`config.mk`:
```
export PLATFORM = sky130hd
export DESIGN_NAME = ftdi_burst_writer
export DESIGN_NICKNAME = d
export VERILOG_FILES = /design/src/rtl/ftdi_pkg.sv /design/src/rtl/ftdi_burst_counter.sv /design/src/rtl/ftdi_burst_writer.sv
export SDC_FILE = /design/constraint.sdc
export NUM_CORES = 1
export LEC_CHECK = 0
export BUFFER_PORTS_ARGS = -buffer_cell sky130_fd_sc_hd__buf_4
export CAP_MARGIN = 20
export CORE_MARGIN = 2
export CORE_UTILIZATION = 58
export CTS_CLUSTER_SIZE = 8
export DETAILED_ROUTE_END_ITERATION = 10
export MAX_ROUTING_LAYER = met4
export PLACE_DENSITY = 0.92
export SYNTH_ARGS = -nofsm -noshare
export SYNTH_HDL_FRONTEND = slang
export SYNTH_SLANG_ARGS = --single-unit
```
`constraint.sdc`:
```
create_clock -name mem_clk -period 5.3 [get_ports mem_clk]
set_clock_uncertainty 0.15 [all_clocks]
set_input_delay 1.06 -clock mem_clk [delete_from_list [all_inputs] [get_ports mem_clk]]
set_output_delay 1.06 -clock mem_clk [all_outputs]
set_load 0.005 [all_outputs]
```
`src/rtl/ftdi_pkg.sv`:
```
// Shared definitions for the FTDI burst-write command engine.
//   - Opcode constants for the command header.
//   - Header field positions (length field at the bottom, 8-bit opcode above it).
//   - FSM state encoding.
package ftdi_pkg;

    localparam int OP_W        = 8;
    localparam int HDR_LEN_LSB = 0;

    localparam logic [OP_W-1:0] OP_COPY = 8'h00;
    localparam logic [OP_W-1:0] OP_FILL = 8'h01;

    typedef enum logic [2:0] {
        S_IDLE = 3'd0,
        S_HDR  = 3'd1,
        S_ADDR = 3'd2,
        S_PAT  = 3'd3,
        S_REQ  = 3'd4,
        S_ACK  = 3'd5,
        S_DATA = 3'd6,
        S_DONE = 3'd7
    } state_e;

    function automatic logic opcode_valid(input logic [OP_W-1:0] op);
        return (op == OP_COPY) || (op == OP_FILL);
    endfunction

endpackage

```
`src/rtl/ftdi_burst_counter.sv`:
```
// Remaining-length and in-burst beat counters for the burst writer.
//   mem_clk, ft_reset : clock, asynchronous active-high reset
//   load_i, len_i     : load a new command length (words), clears the beat count
//   beat_i            : one data word consumed by the memory controller
//   last_beat_o       : current beat is the final beat of the burst
//   last_burst_o      : current burst is the final burst of the command
//   rem_zero_o        : nothing left to write (len==0 command)
module ftdi_burst_counter #(
    parameter int LEN_W = 8,
    parameter int BURST = 4
) (
    input  logic             mem_clk,
    input  logic             ft_reset,
    input  logic             load_i,
    input  logic [LEN_W-1:0] len_i,
    input  logic             beat_i,
    output logic             last_beat_o,
    output logic             last_burst_o,
    output logic             rem_zero_o
);

    localparam int               BEAT_W    = $clog2(BURST);
    localparam logic [BEAT_W-1:0] BEAT_MAX  = BEAT_W'(BURST - 1);
    localparam logic [LEN_W-1:0]  BURST_LEN = LEN_W'(BURST);

    logic [LEN_W-1:0]  remaining_q;
    logic [BEAT_W-1:0] beat_q;

    // NOTE: sequential state is updated with non-blocking assignments so every
    // register samples pre-edge values, independent of block ordering.
    always_ff @(posedge mem_clk or posedge ft_reset) begin
        if (ft_reset) begin
            remaining_q <= '0;
            beat_q      <= '0;
        end else if (load_i) begin
            remaining_q <= len_i;
            beat_q      <= '0;
        end else if (beat_i) begin
            if (beat_q == BEAT_MAX) begin
                beat_q      <= '0;
                remaining_q <= remaining_q - BURST_LEN;
            end else begin
                beat_q <= beat_q + BEAT_W'(1);
            end
        end
    end

    assign last_beat_o  = (beat_q == BEAT_MAX);
    // Accepted lengths are multiples of BURST, so equality marks the final burst.
    assign last_burst_o = (remaining_q == BURST_LEN);
    assign rem_zero_o   = (remaining_q == '0);

endmodule

```
`src/rtl/ftdi_burst_writer.sv`:
```
// Command engine between the FTDI clock-crossing FIFO and the SDRAM write port.
// Parses header/address(/pattern) words and issues BURST-word write bursts.
//   mem_clk, ft_reset          : clock, asynchronous active-high reset
//   fifo_empty/data/level, fifo_rd : show-ahead FIFO read port (fifo_rd pops)
//   mem_idle, mem_ack, mem_data_next : controller handshake inputs
//   mem_wr_req/addr/data       : write request, burst byte address, write data
//   busy, cmd_done, cmd_err    : status (done/err are one-cycle pulses)
module ftdi_burst_writer
    import ftdi_pkg::*;
#(
    parameter int DW    = 32,
    parameter int AW    = 25,
    parameter int LEN_W = 8,
    parameter int BURST = 4,
    parameter int LVL_W = 4
) (
    input  logic             mem_clk,
    input  logic             ft_reset,
    input  logic             fifo_empty,
    input  logic [DW-1:0]    fifo_data,
    input  logic [LVL_W-1:0] fifo_level,
    output logic             fifo_rd,
    input  logic             mem_idle,
    input  logic             mem_ack,
    input  logic             mem_data_next,
    output logic             mem_wr_req,
    output logic [AW-1:0]    mem_wr_addr,
    output logic [DW-1:0]    mem_wr_data,
    output logic             busy,
    output logic             cmd_done,
    output logic             cmd_err
);

    localparam int            BEAT_W      = $clog2(BURST);
    localparam logic [AW-1:0] BURST_BYTES = AW'(BURST * DW / 8);

    state_e          state_q;
    logic            fill_q;
    logic [AW-1:0]   addr_q;
    logic [DW-1:0]   pat_q;
    logic            req_q;
    logic            err_q;

    logic [LEN_W-1:0] hdr_len;
    logic [OP_W-1:0]  hdr_op;
    logic             len_aligned;
    logic             level_ok;
    logic             beat;
    logic             last_beat;
    logic             last_burst;
    logic             rem_zero;

    assign hdr_len     = fifo_data[HDR_LEN_LSB +: LEN_W];
    assign hdr_op      = fifo_data[LEN_W +: OP_W];
    assign len_aligned = (hdr_len[BEAT_W-1:0] == '0);
    // FILL needs no FIFO data during the burst; COPY must hold a full burst
    // so mem_data_next can never hit an empty FIFO.
    assign level_ok    = fill_q || (int'(fifo_level) >= BURST);

    // A beat in ACK is the controller accepting and consuming in one cycle.
    assign beat = ((state_q == S_ACK) && mem_ack && mem_data_next) ||
                  ((state_q == S_DATA) && mem_data_next);

    assign fifo_rd = (((state_q == S_HDR) || (state_q == S_ADDR) || (state_q == S_PAT)) ||
                      (beat && !fill_q)) && !fifo_empty;

    assign mem_wr_data = ((state_q == S_ACK) || (state_q == S_DATA))
                       ? (fill_q ? pat_q : fifo_data) : '0;

    assign mem_wr_req  = req_q;
    assign mem_wr_addr = addr_q;
    assign busy        = (state_q != S_IDLE);
    assign cmd_done    = (state_q == S_DONE);
    assign cmd_err     = err_q;

    ftdi_burst_counter #(
        .LEN_W (LEN_W),
        .BURST (BURST)
    ) u_counter (
        .mem_clk      (mem_clk),
        .ft_reset     (ft_reset),
        .load_i       ((state_q == S_HDR) && !fifo_empty),
        .len_i        (hdr_len),
        .beat_i       (beat),
        .last_beat_o  (last_beat),
        .last_burst_o (last_burst),
        .rem_zero_o   (rem_zero)
    );

    always_ff @(posedge mem_clk or posedge ft_reset) begin
        if (ft_reset) begin
            state_q <= S_IDLE;
            fill_q  <= 1'b0;
            addr_q  <= '0;
            pat_q   <= '0;
            req_q   <= 1'b0;
            err_q   <= 1'b0;
        end else begin
            err_q <= 1'b0;
            case (state_q)
                S_IDLE: if (!fifo_empty) state_q <= S_HDR;
                S_HDR: begin
                    if (!fifo_empty) begin
                        fill_q <= (hdr_op == OP_FILL);
                        if (opcode_valid(hdr_op) && len_aligned) begin
                            state_q <= S_ADDR;
                        end else begin
                            // Only the header is consumed; the next word is a new header.
                            err_q   <= 1'b1;
                            state_q <= S_IDLE;
                        end
                    end
                end
                S_ADDR: begin
                    if (!fifo_empty) begin
                        addr_q <= fifo_data[AW-1:0];
                        if (rem_zero)    state_q <= S_DONE;
                        else if (fill_q) state_q <= S_PAT;
                        else             state_q <= S_REQ;
                    end
                end
                S_PAT: begin
                    if (!fifo_empty) begin
                        pat_q   <= fifo_data;
                        state_q <= S_REQ;
                    end
                end
                S_REQ: begin
                    if (mem_idle && level_ok) begin
                        req_q   <= 1'b1;
                        state_q <= S_ACK;
                    end
                end
                S_ACK: begin
                    if (mem_ack) begin
                        req_q   <= 1'b0;
                        state_q <= S_DATA;
                    end
                end
                S_DATA: begin
                    if (mem_data_next && last_beat) begin
                        addr_q  <= addr_q + BURST_BYTES;
                        state_q <= last_burst ? S_DONE : S_REQ;
                    end
                end
                S_DONE:  state_q <= S_IDLE;
                default: state_q <= S_IDLE;
            endcase
        end
    end

endmodule
```
After elaboration in Yosys (flattened, before gate mapping)
Cells that the tools add are included.
- add/subtract/negate cells: 3
- reductions and logical operators: 33
- bitwise operators: 1
- muxes and demuxes: 29
- equality and inequality tests: 17
- $lt $le $gt $ge: 1
- operators with widths (operator ; number):
    $mux W32 ; 2
    $mux W25 ; 2
    $pmux W25 S2 ; 1
    $mux W3 ; 9
    $add A25 B5 Y25 const B ; 1
    $mux W8 ; 3
    $pmux W3 S8 ; 1
    $logic_not A8 Y1 ; 2
    $eq A3 B3 Y1 const B ; 4
    $ne A2 B2 Y1 const B ; 6
    $mux W2 ; 5
    $logic_and A1 B1 Y1 ; 9
    $eq A8 B1 Y1 const B ; 1
    $eq A8 B3 Y1 const B ; 1
    $reduce_bool A2 Y1 ; 4
    $sub A8 B3 Y8 const B ; 1
    $logic_or A1 B1 Y1 ; 7
    $reduce_and A7 Y1 ; 1
    $eq A3 B2 Y1 const B ; 2
    $reduce_and A2 Y1 ; 3
    $reduce_and A3 Y1 ; 2
    $mux W1 ; 5
    $ge A4 B3 Y1 const B ; 1
    $eq A3 B1 Y1 const B ; 1
    9 further kinds ; 10
- bits in registers: 73
- logic and storage cells: 92
- input port bits: 42
- output and inout bits: 62

Depth between registers and ports, before layout
- depth after elaboration: 7
- mapped depth: 6
- depth with buffers taken out: 6

Modules after synthesis
A second synthesis with hierarchy kept.
- cells, all modules: 425
- area total of the unflattened synthesis: 4125.2 µm²
- by module, submodules not included (module ; area an instance (µm²) ; cells each ; instances ; seq. area each (µm²)):
    ftdi_burst_writer ; 3574.7 ; 370 ; 1 ; 1576.5
    ftdi_burst_counter ; 550.5 ; 55 ; 1 ; 250.2

Least setup slack after synthesis
Ideal clock, no wire load.
- path kind: input to output
- from: in mem_ack
- to: out fifo_rd
- setup slack: 2.414 ns
- required time: 4.090 ns
- arrival time: 1.676 ns
- stages: 4
- path buffers: 0
- cell sequence: nand3b_1 > a21oi_1 > a22oi_1 > nor2_1
- cells in the longest elaborated chain, start to end: 6
- ends and longest elaborated chain (element ; RTL line ; text):
    start, declared ; ftdi_burst_writer.sv:24 ; input logic mem_ack,
    $logic_and A1 B1 Y1 (2 in a row) ; ftdi_burst_writer.sv:61 ; assign beat = ((state_q == S_ACK) && mem_ack && mem_data_next) ||
    $logic_or A1 B1 Y1 ; ftdi_burst_writer.sv:61 ;
    $logic_and A1 B1 Y1 ; ftdi_burst_writer.sv:65 ; (beat && !fill_q)) && !fifo_empty;
    $logic_or A1 B1 Y1 ; ftdi_burst_writer.sv:64 ; assign fifo_rd = (((state_q == S_HDR) || (state_q == S_ADDR) || (state_q == S_PAT)) ||
    $logic_and A1 B1 Y1 ; ftdi_burst_writer.sv:65 ;
    end, declared ; ftdi_burst_writer.sv:22 ; output logic fifo_rd,
No other way between the ends.

Final worst setup path
- from: reg state_q[1]
- to: out mem_wr_data[7]
- cells in the longest elaborated chain, start to end: 3
- elaborated cells on any way between the ends: 4
- classes of those cells: eq/ne: 2; mux: 1; reduce/logical: 1
- ends and longest elaborated chain (element ; RTL line ; text):
    start, declared ; ftdi_burst_writer.sv:37 ; state_e state_q;
    start signal, assigned ; ftdi_burst_writer.sv:143 ; state_q <= last_burst ? S_DONE : S_REQ;
    $eq A3 B3 Y1 ; ftdi_burst_writer.sv:67 ; assign mem_wr_data = ((state_q == S_ACK) || (state_q == S_DATA))
    $logic_or A1 B1 Y1 (*) ; ftdi_burst_writer.sv:67 ;
    $mux W32 (*) ; ftdi_burst_writer.sv:68 ; ? (fill_q ? pat_q : fifo_data) : '0;
    end, declared ; ftdi_burst_writer.sv:28 ; output logic [DW-1:0] mem_wr_data,
Mark *: on every way between the ends. The rest lies on a longest branch, timed or not.

==> impl_metrics.prom <==
# TYPE chip_impl_metric gauge
chip_impl_info{name="status",value="completed"} 1
chip_impl_metric{name="grt_antenna_before_repair",unit=""} 0
chip_impl_info{name="synth.most_common_cell",value="sky130_fd_sc_hd__dfrtp_1"} 1
chip_impl_info{name="yosys-top-cells-count",value="sky130_fd_sc_hd__dfrtp_1, sky130_fd_sc_hd__nor2_1, sky130_fd_sc_hd__mux2_2, sky130_fd_sc_hd__mux2i_1, sky130_fd_sc_hd__nand2_1"} 1
chip_impl_metric{name="start_util",unit="%"} 59.01
chip_impl_metric{name="cts.path.max_buffers",unit=""} 2
chip_impl_metric{name="drt_pass1_iterations",unit=""} 5
chip_impl_metric{name="area_growth",unit="%"} 24.06
chip_impl_info{name="worst_r2r_startpoint",value="state_q[2]$_DFFE_PP0P_"} 1
chip_impl_info{name="worstHoldEndpoint",value="pat_q[15]$_DFFE_PP0P_"} 1
chip_impl_info{name="critical_path_class",value="flop to output pin"} 1
chip_impl_metric{name="post-dp-hpwl",unit="um"} 7812
chip_impl_metric{name="post_synthesis_async_set_or_reset_flop_share",unit="%"} 100.0
chip_impl_metric{name="p_leak",unit="nW"} 2.239
chip_impl_metric{name="worst_reg2reg_path_depth",unit=""} 4
chip_impl_metric{name="grt_pass1_vias",unit=""} 3568
chip_impl_metric{name="synth-seq-area-share",unit="%"} 43.37
chip_impl_info{name="hold_start",value="pat_q[15]$_DFFE_PP0P_"} 1
chip_impl_info{name="synth.area.top_cells",value="sky130_fd_sc_hd__dfrtp_1, sky130_fd_sc_hd__mux2_2, sky130_fd_sc_hd__mux2i_1"} 1
chip_impl_metric{name="power_frac_seq",unit="%"} 40.6
chip_impl_info{name="crit_top_cell",value="sky130_fd_sc_hd__buf_4"} 1
chip_impl_metric{name="clock_power_share",unit="%"} 16.9
chip_impl_metric{name="clk-insertion-delay-late",unit="ns"} 0.35
chip_impl_info{name="cts_root_buffer",value="sky130_fd_sc_hd__clkbuf_8"} 1
chip_impl_metric{name="finalCriticalPeriod",unit="ns"} 3.545
chip_impl_metric{name="core.rowCount",unit=""} 31
chip_impl_metric{name="synth_nets",unit=""} 479
chip_impl_metric{name="post-cts-setup-buffers",unit=""} 0
chip_impl_metric{name="final.period_utilization",unit="%"} 66.88
chip_impl_info{name="worstSetupEndpointType",value="output pin"} 1
chip_impl_metric{name="port_buffers",unit=""} 101
chip_impl_metric{name="internal_power_contribution",unit="mW"} 1.706
chip_impl_metric{name="grt_start_max_net_pins",unit=""} 41
chip_impl_metric{name="number_of_synthesized_flops_with_an_enable_pin",unit=""} 0
chip_impl_metric{name="placeableCoreArea",unit="um2"} 7137
chip_impl_metric{name="max-slew-margin-rel",unit="%"} 26.36
chip_impl_metric{name="ys_seq_elements",unit=""} 73
chip_impl_info{name="most_used_flip_flop_cell_after_synthesis",value="sky130_fd_sc_hd__dfrtp_1"} 1
chip_impl_metric{name="post_cts.resized_instances",unit=""} 0
chip_impl_metric{name="switching_component_of_the_power",unit="mW"} 1.034
chip_impl_metric{name="fmax",unit="MHz"} 282.1
chip_impl_metric{name="floorplan.die_area",unit="um2"} 7959
chip_impl_info{name="rsz0062_at_grt",value="no"} 1
chip_impl_metric{name="filler_cell_count",unit=""} 557
chip_impl_metric{name="post_cts_hold_buffer_count",unit=""} 0
chip_impl_metric{name="syn_area",unit="um2"} 4212
chip_impl_metric{name="diodes",unit=""} 0
chip_impl_metric{name="grt_first_pass_wirelength",unit="um"} 17570
chip_impl_metric{name="hold-path-cell-count",unit=""} 1
chip_impl_metric{name="cp_data_arrival_time",unit="ns"} 2.33
chip_impl_metric{name="synthesis.yosys.warnings",unit=""} 0
chip_impl_metric{name="tritoncts.num_buffers",unit=""} 9
chip_impl_metric{name="power.combinational.fraction",unit="%"} 42.5
chip_impl_metric{name="dpl.cell_count",unit=""} 607
chip_impl_metric{name="fp.dieW",unit="um"} 89.22
chip_impl_info{name="classification_of_the_worst_slack_hold_path",value="flop to flop"} 1
chip_impl_info{name="critical_path.slowest_cell",value="sky130_fd_sc_hd__o21ai_2"} 1
chip_impl_metric{name="clock_sinks",unit=""} 73
chip_impl_metric{name="slowest_delay",unit="ns"} 0.61
chip_impl_metric{name="place.gp.congestion",unit=""} 0.9269
chip_impl_metric{name="finalInstanceArea",unit="um2"} 5225
chip_impl_metric{name="placement.cell_area",unit="um2"} 5010
chip_impl_metric{name="synthesis.instances",unit=""} 432
chip_impl_metric{name="timing.critical_path.required",unit="ns"} 4.09
chip_impl_metric{name="finalHoldViolCount",unit=""} 0
chip_impl_info{name="cts_tree",value="done"} 1
chip_impl_info{name="timing.critical_path.cells",value="nor2b_1 -> o21ai_2 -> buf_4 -> nor2_1 -> buf_4"} 1
chip_impl_metric{name="vias_per_cell",unit=""} 6.136
chip_impl_metric{name="total_area_of_multi_input_combinational_cells",unit="um2"} 2225
chip_impl_metric{name="final_antenna_net_count",unit=""} 0
chip_impl_info{name="yosysTopAreaCell",value="sky130_fd_sc_hd__dfrtp_1"} 1
chip_impl_metric{name="fraction_of_post_synthesis_cell_area_in_the_top_cell_type_by_area",unit="%"} 43.37
chip_impl_metric{name="seqCellArea",unit="um2"} 1828
chip_impl_metric{name="finalWirelength",unit="um"} 11030
chip_impl_metric{name="ioPinCount",unit=""} 104
chip_impl_metric{name="nNetsFinal",unit=""} 566
chip_impl_metric{name="synthDistinctLibCells",unit=""} 56
chip_impl_metric{name="avgSynthCellArea",unit="um2"} 9.749
chip_impl_metric{name="grt_overflow_total",unit=""} 0
chip_impl_metric{name="h-tree-depth",unit=""} 3
chip_impl_metric{name="finalPower",unit="mW"} 2.739
chip_impl_metric{name="grt_util_all_layers",unit="%"} 29.75
chip_impl_metric{name="rrSetupSlack",unit="ns"} 2.77
chip_impl_metric{name="instances_no_fill",unit=""} 623
chip_impl_metric{name="final_number_of_setup_violating_endpoints",unit=""} 0
chip_impl_metric{name="clk_pin_slew",unit="ns"} 0.08
chip_impl_info{name="worst_setup_path_start_kind",value="flop"} 1
chip_impl_metric{name="critPathMaxFanout",unit=""} 18
chip_impl_metric{name="via_count",unit=""} 3823
chip_impl_metric{name="slew_at_the_pin_closest_to_its_max_slew_limit",unit="ns"} 1.105
chip_impl_metric{name="netSwitchingFraction",unit="%"} 37.74
chip_impl_metric{name="post_route_cells_drive_above_1_share",unit="%"} 32.25
chip_impl_metric{name="drt_iter0_markers",unit=""} 274
chip_impl_metric{name="max-cap-violations",unit=""} 0
chip_impl_info{name="crit-reg2reg-capture",value="mem_wr_addr[13]$_DFFE_PP0P_"} 1
chip_impl_metric{name="final-max-slew-violation-count",unit=""} 0
chip_impl_metric{name="powerDensity",unit="nW/um2"} 524.2
chip_impl_metric{name="die_y",unit="um"} 89.22
chip_impl_metric{name="drc_violation_count_after_routing",unit=""} 0
chip_impl_metric{name="setup_total_negative_slack",unit="ns"} 0
chip_impl_metric{name="per_cell_routed_wire_length",unit="um"} 17.70
chip_impl_metric{name="fraction_of_the_core_area_covered_by_cells_at_the_end_of_the_flow",unit="%"} 73.21
chip_impl_metric{name="ir_worst_vdd",unit="mV"} 0.3554
[layout by cell type, fill, tap and decap left out, types with 3 or more instances in the layout]
master	synthesis	layout
sky130_fd_sc_hd__buf_4	1	105
sky130_fd_sc_hd__mux2i_1	34	34
sky130_fd_sc_hd__inv_1	12	11
sky130_fd_sc_hd__and3_1	4	4
sky130_fd_sc_hd__clkbuf_8	0	12
sky130_fd_sc_hd__a22oi_1	4	4
sky130_fd_sc_hd__nand2_1	32	32
sky130_fd_sc_hd__o21ai_0	17	17
sky130_fd_sc_hd__a21o_1	3	3
sky130_fd_sc_hd__nand4_1	13	13
sky130_fd_sc_hd__a2bb2oi_1	5	5
sky130_fd_sc_hd__o22ai_1	4	4
sky130_fd_sc_hd__nor2b_1	5	5
sky130_fd_sc_hd__dfrtp_1	73	72
sky130_fd_sc_hd__nor2_1	48	47
sky130_fd_sc_hd__o211ai_1	8	8
sky130_fd_sc_hd__nor3_1	6	6
sky130_fd_sc_hd__a21oi_1	18	18
sky130_fd_sc_hd__nor4_1	3	3
sky130_fd_sc_hd__or3_1	3	3
sky130_fd_sc_hd__ha_1	5	5
sky130_fd_sc_hd__a31oi_1	5	5
sky130_fd_sc_hd__nand2b_1	4	4
sky130_fd_sc_hd__nand3_1	15	15
sky130_fd_sc_hd__and4_1	4	4
sky130_fd_sc_hd__mux2_2	39	39
sky130_fd_sc_hd__o31ai_1	3	3
[flip-flops by register name, summed over array words and instances, names as in the netlist]
name / count
state_q: 3
u_counter.remaining_q: 8
mem_wr_addr: 25
cmd_err: 1
pat_q: 32
mem_wr_req: 1
u_counter.beat_q: 2
fill_q: 1
[stage by stage]
| step | worst slack (ns) | hold slack (ns) |
|---|---|---|
| after floorplan | 2.237 | 0.3305 |
| after global placement | 2.048 | 0.3340 |
| after detailed placement | 2.034 | 0.3458 |
| after CTS | 1.768 | 0.3631 |
| after global routing | 1.642 | 0.3712 |
| final | 1.755 | 0.3607 |
[power groups by stage]
stage | Combinational (mW) | Clock (mW) | Sequential, mW
after global placement | 1.11 | 0 | 1.09
after global routing | 1.29 | 0.495 | 1.15
after floorplan | 0.729 | 0 | 1.01
after detailed placement | 1.16 | 0 | 1.11
final | 1.16 | 0.463 | 1.11
after CTS | 1.17 | 0.468 | 1.10
[critical path: cells and delay by family (launching register included)]
kind / cells / cell delay, ns
simple gates: 2 / 0.35
flops: 1 / 0.53
compound gates: 1 / 0.61
buf+inv: 2 / 0.49
[how the worst max path moves through the flow]
stage	end	startpoint	cells after the start	slack [ns]
final	mem_wr_data[7]	state_q[1]$_DFFE_PP0P_	5	1.76
after global routing	mem_wr_data[6]	state_q[0]$_DFFE_PP0P_	5	1.64
after CTS	mem_wr_data[7]	state_q[1]$_DFFE_PP0P_	5	1.77
after detailed placement	fifo_rd	mem_ack	6	2.03
after global placement	fifo_rd	mem_ack	6	2.05
after floorplan	cmd_err$_DFF_PP0_	ft_reset	1	2.24
[routing by layer]
layer | vias up | GRT usage (%) | routed length [um]
met5 | - | - | 0
met4 | 0 | 11.13 | 226
met3 | 24 | 4.155 | 651
met2 | 166 | 46.94 | 5551
met1 | 1883 | 39.29 | 4597
li1 | 1750 | - | -
[cell type report]
cell class	count	share of cell area [%]
Multi-Input combinational cell	318	42.58
Clock buffer	12	3.161
Sequential cell	73	34.99
Inverter	12	0.8621
Tap cell	99	2.371
Timing Repair Buffer	105	15.09
Clock inverter	4	0.9579
[cells by family after synthesis]
group,count (synthesis),share of synthesized area [%]
AO/OA/AOI/OAI,87,13.99
buffers and inverters,41,4.219
XOR/XNOR,2,0.4160
adder cells (fa/ha/maj),5,1.485
flip-flops,73,43.37
AND/OR/NAND/NOR,151,18.00
multiplexers,73,18.51
(Power assumes the default switching activity.)
